File: config.mk
export PLATFORM = sky130hd
export DESIGN_NAME = decode_stage
export DESIGN_NICKNAME = d
export VERILOG_FILES = /design/src/rtl/decode_stage.sv
export SDC_FILE = /design/constraint.sdc
export NUM_CORES = 1
export LEC_CHECK = 0
export ABC_AREA = 1
export CAP_MARGIN = 10
export CORE_MARGIN = 1
export CORE_UTILIZATION = 35
export DETAILED_ROUTE_END_ITERATION = 12
export GPL_TIMING_DRIVEN = 0
export PLACE_DENSITY = 0.72
export SYNTH_ARGS = -nofsm -noshare
export SYNTH_HDL_FRONTEND = slang
export SYNTH_SLANG_ARGS = --single-unit
File: constraint.sdc
create_clock -name clk -period 1.1 [get_ports clk]
set_input_delay 0.22 -clock clk [delete_from_list [all_inputs] [get_ports clk]]
set_output_delay 0.22 -clock clk [all_outputs]
set_load 0.02 [all_outputs]
File: src/rtl/decode_stage.sv
// decode_stage: registered instruction decoder with valid/ready handshake.
// Define DECODE_SCOREBOARD_EN to track outstanding LOADs and stall dependent instructions.
module decode_stage #(
  parameter int DATA_W   = 16,
  parameter int NUM_REGS = 16,
  parameter int REG_AW   = 4,
  parameter int MAX_LD   = 2
) (
  input  logic                clk,
  input  logic                reset,
  input  logic                instr_valid,
  output logic                instr_ready,
  input  logic [15:0]         instr,
  input  logic [4:0]          flags,
  output logic                dec_valid,
  input  logic                dec_ready,
  output logic [7:0]          opcode,
  output logic [REG_AW-1:0]   rdest,
  output logic [REG_AW-1:0]   src_a,
  output logic [REG_AW-1:0]   src_b,
  output logic                use_a,
  output logic                use_b,
  output logic [DATA_W-1:0]   imm,
  output logic [1:0]          instr_type,
  output logic                wb,
  output logic                illegal,
  input  logic                ld_done,
  input  logic [REG_AW-1:0]   ld_reg,
  output logic [NUM_REGS-1:0] ld_busy
);
  logic [3:0] hi, ext, cond;
  logic z, c, f, l, n;
  logic take, hazard, accept, is_load;
  logic d_ua, d_ub, d_wb, d_ill;
  logic [1:0] d_type;
  logic [DATA_W-1:0] d_imm;
  assign hi = instr[15:12];
  assign ext = instr[7:4];
  assign cond = instr[11:8];
  assign {z, c, f, l, n} = flags;
  assign is_load = hi == 4'h4 && ext == 4'h0;
  assign accept = instr_valid & instr_ready;
  assign instr_ready = (!dec_valid | dec_ready) & !hazard;
  always_comb begin
    case (cond)
      4'h0: take = z;
      4'h1: take = !z;
      4'h2: take = c;
      4'h3: take = !c;
      4'h4: take = l;
      4'h5: take = !l;
      4'h6: take = n;
      4'h7: take = !n;
      4'h8: take = f;
      4'h9: take = !f;
      4'hA: take = !l | !z;
      4'hB: take = l | z;
      4'hC: take = !n & !z;
      4'hD: take = n | z;
      4'hE: take = 1'b1;
      default: take = 1'b0;
    endcase
  end
  always_comb begin
    d_type = 2'b00;
    d_ua = 1'b0;
    d_ub = 1'b0;
    d_wb = 1'b0;
    d_ill = 1'b0;
    d_imm = '0;
    case (hi)
      4'h1, 4'h2, 4'h3, 4'h5, 4'h6, 4'h7, 4'h9, 4'hA, 4'hB, 4'hC: begin
        d_type = 2'b01;
        d_ua = 1'b1;
        d_wb = hi != 4'hB && hi != 4'hC;
        d_imm = {{(DATA_W-8){instr[7]}}, instr[7:0]};
      end
      4'h8:
        if (!ext[2]) begin
          d_type = 2'b01;
          d_ua = 1'b1;
          d_wb = 1'b1;
          d_imm = {{(DATA_W-4){1'b0}}, instr[3:0]};
        end else if (!ext[3]) begin
          d_ua = 1'b1;
          d_ub = 1'b1;
          d_wb = 1'b1;
        end else d_ill = 1'b1;
      4'h0:
        if (ext inside {4'hA, 4'hC, 4'hD, 4'hE}) d_ill = 1'b1;
        else if (ext != 4'h0) begin
          d_ua = 1'b1;
          d_ub = 1'b1;
          d_wb = ext != 4'h8 && ext != 4'hB;
        end
      4'h4:
        case (ext)
          4'h0: begin
            d_type = 2'b10;
            d_ub = 1'b1;
            d_wb = 1'b1;
          end
          4'h4: begin
            d_type = 2'b10;
            d_ua = 1'b1;
            d_ub = 1'b1;
          end
          4'h8: begin
            d_type = 2'b11;
            d_ub = 1'b1;
            d_wb = 1'b1;
          end
          4'hC: begin
            d_type = take ? 2'b11 : 2'b00;
            d_ub = 1'b1;
          end
          default: d_ill = 1'b1;
        endcase
      default: d_ill = 1'b1;
    endcase
  end
  always_ff @(posedge clk or posedge reset)
    if (reset) begin
      dec_valid <= 1'b0;
      opcode <= '0;
      rdest <= '0;
      src_a <= '0;
      src_b <= '0;
      use_a <= 1'b0;
      use_b <= 1'b0;
      imm <= '0;
      instr_type <= 2'b00;
      wb <= 1'b0;
      illegal <= 1'b0;
    end else if (accept) begin
      dec_valid <= 1'b1;
      opcode <= {hi, ext};
      rdest <= REG_AW'(instr[11:8]);
      src_a <= REG_AW'(instr[11:8]);
      src_b <= REG_AW'(instr[3:0]);
      use_a <= d_ua;
      use_b <= d_ub;
      imm <= d_imm;
      instr_type <= d_type;
      wb <= d_wb;
      illegal <= d_ill;
    end else if (dec_ready) dec_valid <= 1'b0;
`ifdef DECODE_SCOREBOARD_EN
  localparam int CW = $clog2(MAX_LD + 1);
  logic [CW-1:0] ld_cnt;
  logic inc, dec;
  logic [NUM_REGS-1:0] set_m, clr_m;
  assign inc = accept & is_load;
  assign dec = ld_done & (ld_cnt != '0);
  assign set_m = inc ? NUM_REGS'(1) << instr[11:8] : '0;
  assign clr_m = dec ? NUM_REGS'(1) << ld_reg : '0;
  // ld_busy is registered, so a same-cycle ld_done only releases the stall next cycle
  assign hazard = (d_ua & ld_busy[instr[11:8]]) | (d_ub & ld_busy[instr[3:0]])
                | (d_wb & ld_busy[instr[11:8]]) | (is_load & ld_cnt == CW'(MAX_LD));
  always_ff @(posedge clk or posedge reset)
    if (reset) begin
      ld_busy <= '0;
      ld_cnt <= '0;
    end else begin
      ld_busy <= (ld_busy & ~clr_m) | set_m;
      ld_cnt <= ld_cnt + CW'(inc) - CW'(dec);
    end
`else
  logic unused_sb;
  assign unused_sb = ^{ld_done, ld_reg, is_load};
  assign hazard = 1'b0;
  assign ld_busy = '0;
`endif
endmodule
==> results.txt <==
H-Tree Depth: 2
Period utilization: 1.15
Total Wirelength: 4.72 mm
Post-route ant nets: 0
Diode count: 0
Final GP Congestion: 0.791
Multi-input logic area: 833 um^2
Maximum vdd drop: 0.668 mV
Synthesized flop and latch total: 31
Synthesized area: 1730 um^2
Failing checks: setup timing
Status: finished, violations left
Met3 GRT Util: 0.0542
Final WS setup: -0.161 ns
CTS Buffer Depth: 2
Ys Warns: 0
Initial antenna violation count: 0
Die footprint: 5240 um^2
Grt met2 use: 0.292
CTS tree: done
Combinational power share: 0.375
IO Port Bufs: 67
Fin crit period: 1.26 ns
Total track usage: 0.180
Switching Power: 1300 uW
HPWL after DPL: 3.19 mm
Clock Latency Late Sink: 0.29 ns
Die W: 72.4 um
Unrepaired setup endpoints after global routing: true
Nets: 362
Final setup fails: 13
Vias per cell: 4.40
Register area: 778 um^2
Rows: 25
Clk pin slew, worst setup/hold paths: 0.06 ns
Filler cells: 466
Avg WL per Cell: 11.8 um
Synth unique cells: 23
Crit path kind: reg2out
Layout cells sized above 1: 0.480
Max Clk Rate: 0.793 GHz
Vias in the first global route: 1549
Post-route insts no fill: 400
Hold WS: 0.180 ns
DRC viols: 0
Clock Skew: 0.00557 ns
Crit path max fanout: 10
Mapped Cells: 229
DRT Pass-1 Iters: 4
Slew margin rel.: 0.544
# clock sinks: 31
Die Y: 72.4 um
Global-route wire length before repair: 7.12 mm
Ports: 90
Leakage: 0.00154 uW
Post-CTS Hold Buffers: 0
Worst min path class: in2reg
Sequential group share of total power: 0.386
Fin. Hold Viols: 0
Sw Ratio: 0.359
Critical Path AT: 1.04 ns
Clk pwr share: 0.240
Worst Max-Slew Pin Slew: 0.682 ns
Nature of the critical path startpoint: flop
Num CTS Buffers: 5
Total Power: 3620 uW
Initial core utilization: 0.365
Max_cap viols: 0
Internal Power: 2320 uW
Worst Path Required: 0.88 ns
PD cells: 1320 nW/um^2
Sequential area share after synthesis: 0.447
Area grow syn2layout: 58.0%
Initial DRC count: 26
Avg Inst Size Synth: 7.57 um^2
Worst Setup End Kind: output port
GR peak layer: met2
DP Cell Count: 378
Largest net degree at the start of global routing: 32
Gr ovfl total: 0
Pins Over Slew Limit: 0
CTS Root Cell: clkbuf_8
Met1 usage: 0.230
Fin util: 0.576
Via Count: 1761
Core region area: 4750 um^2
==> path summary, 6_finish.rpt <==
path | startpoint | end | slack [ns] | cells past startpoint
setup reg to reg | dec_valid$_DFFE_PP0P_ | imm[6]$_DFFE_PP0P_ | 0.05 | 6
min in group asynchronous | reset | illegal$_DFFE_PP0P_ | 0.39 | 2
hold reg to reg | src_b[1]$_DFFE_PP0P_ | src_b[1]$_DFFE_PP0P_ | 0.48 | 2
hold / removal | instr[5] | opcode[1]$_DFFE_PP0P_ | 0.18 | 3
max in group asynchronous | reset | dec_valid$_DFFE_PP0P_ | 0.29 | 2
setup / recovery | imm[14]$_DFFE_PP0P_ | imm[14] | -0.16 | 2
==> timing repair <==
action                                  4_1_cts  5_1_grt
endpoints found under the setup margin      106       39
gates resized for setup                     228       67
gates cloned                                  1        0
pin swaps                                    13       26
setup buffers                                 7        7
==> sequential cells by signal, summed over array words and instances (netlist names) <==
name        count
dec_valid       1
illegal         1
imm             8
instr_type      2
opcode          8
src_a           4
src_b           4
use_a           1
use_b           1
wb              1
==> area by class of cell <==
type                       instances  area share
buffer                            33      0.0945
clock buffer                       7      0.0279
clock inverter                     1     0.00183
inverter                          24      0.0361
multi-input combinational        155       0.304
sequential                        31       0.284
tap                               67      0.0306
timing repair buffer              82       0.221
==> power by group through the flow <==
stage | Sequential, uW | Combinational (uW) | Clock (uW)
after floorplan | 1600 | 557 | 0
after global placement | 1410 | 1360 | 0
after detailed placement | 1420 | 1370 | 0
after CTS | 1390 | 1280 | 884
after global routing | 1410 | 1460 | 940
final | 1400 | 1360 | 868
==> per-stage QoR <==
step	worst slack, ns	setup TNS [ns]	instance area (um^2)
final	-0.161	-1.58	2740
after floorplan	0.00747	0	1810
after global routing	-0.201	-2.07	2740
after global placement	-0.656	-37.64	2570
after detailed placement	-0.665	-38.74	2570
after CTS	-0.168	-1.66	2600
==> cell usage after synthesis, drive strengths merged <==
cell type  number  area, um^2
clkbuf          3        11.3
nand2          83         317
or2             1        8.76
dfrtp          31         776
nor3            5        35.0
o311ai          1        8.76
a211oi          1        7.51
buf            31         226
nor2            8        45.0
a21oi           3        18.8
nand3          12        60.1
inv            24        90.1
nand4           1        6.26
conb            1        3.75
o21ai          24         120
==> critical path, cell delays in order (launching register included) <==
cell	delay (ns)
dfrtp_2	0.46
buf_4	0.15
buf_4	0.14
==> cell families (layout without fill, tap and decap cells) <==
group	count (synthesis)	count (layout)	synth area share
buf+inv	58	147	0.189
other cells	1	16	0.00216
compound gates	29	29	0.0895
simple gates	110	110	0.272
flops	31	31	0.447
==> layer usage <==
metal  share of wire  vias up
met1            0.43      812
met5               0        -
met3           0.060       10
met2            0.50       64
li1                -      875
met4           0.014        0
==> cell usage in the layout, fill, tap and decap left out, drive strengths merged <==
| cell | n |
|---|---|
| clkdlybuf4s15 | 2 |
| nor2 | 8 |
| conb | 16 |
| nor3 | 5 |
| inv | 23 |
| o21ai | 24 |
| o311ai | 1 |
| a21oi | 3 |
| dlymetal6s2s | 1 |
| nand4 | 1 |
| or2 | 1 |
| a211oi | 1 |
| dfrtp | 31 |
| dlygate4sd2 | 4 |
| clkbuf | 10 |
| nand2 | 83 |
| clkinvlp | 1 |
| clkdlybuf4s50 | 7 |
| nand3 | 12 |
| clkinv | 1 |
| buf | 98 |
Power figures use the tool's default switching activity.
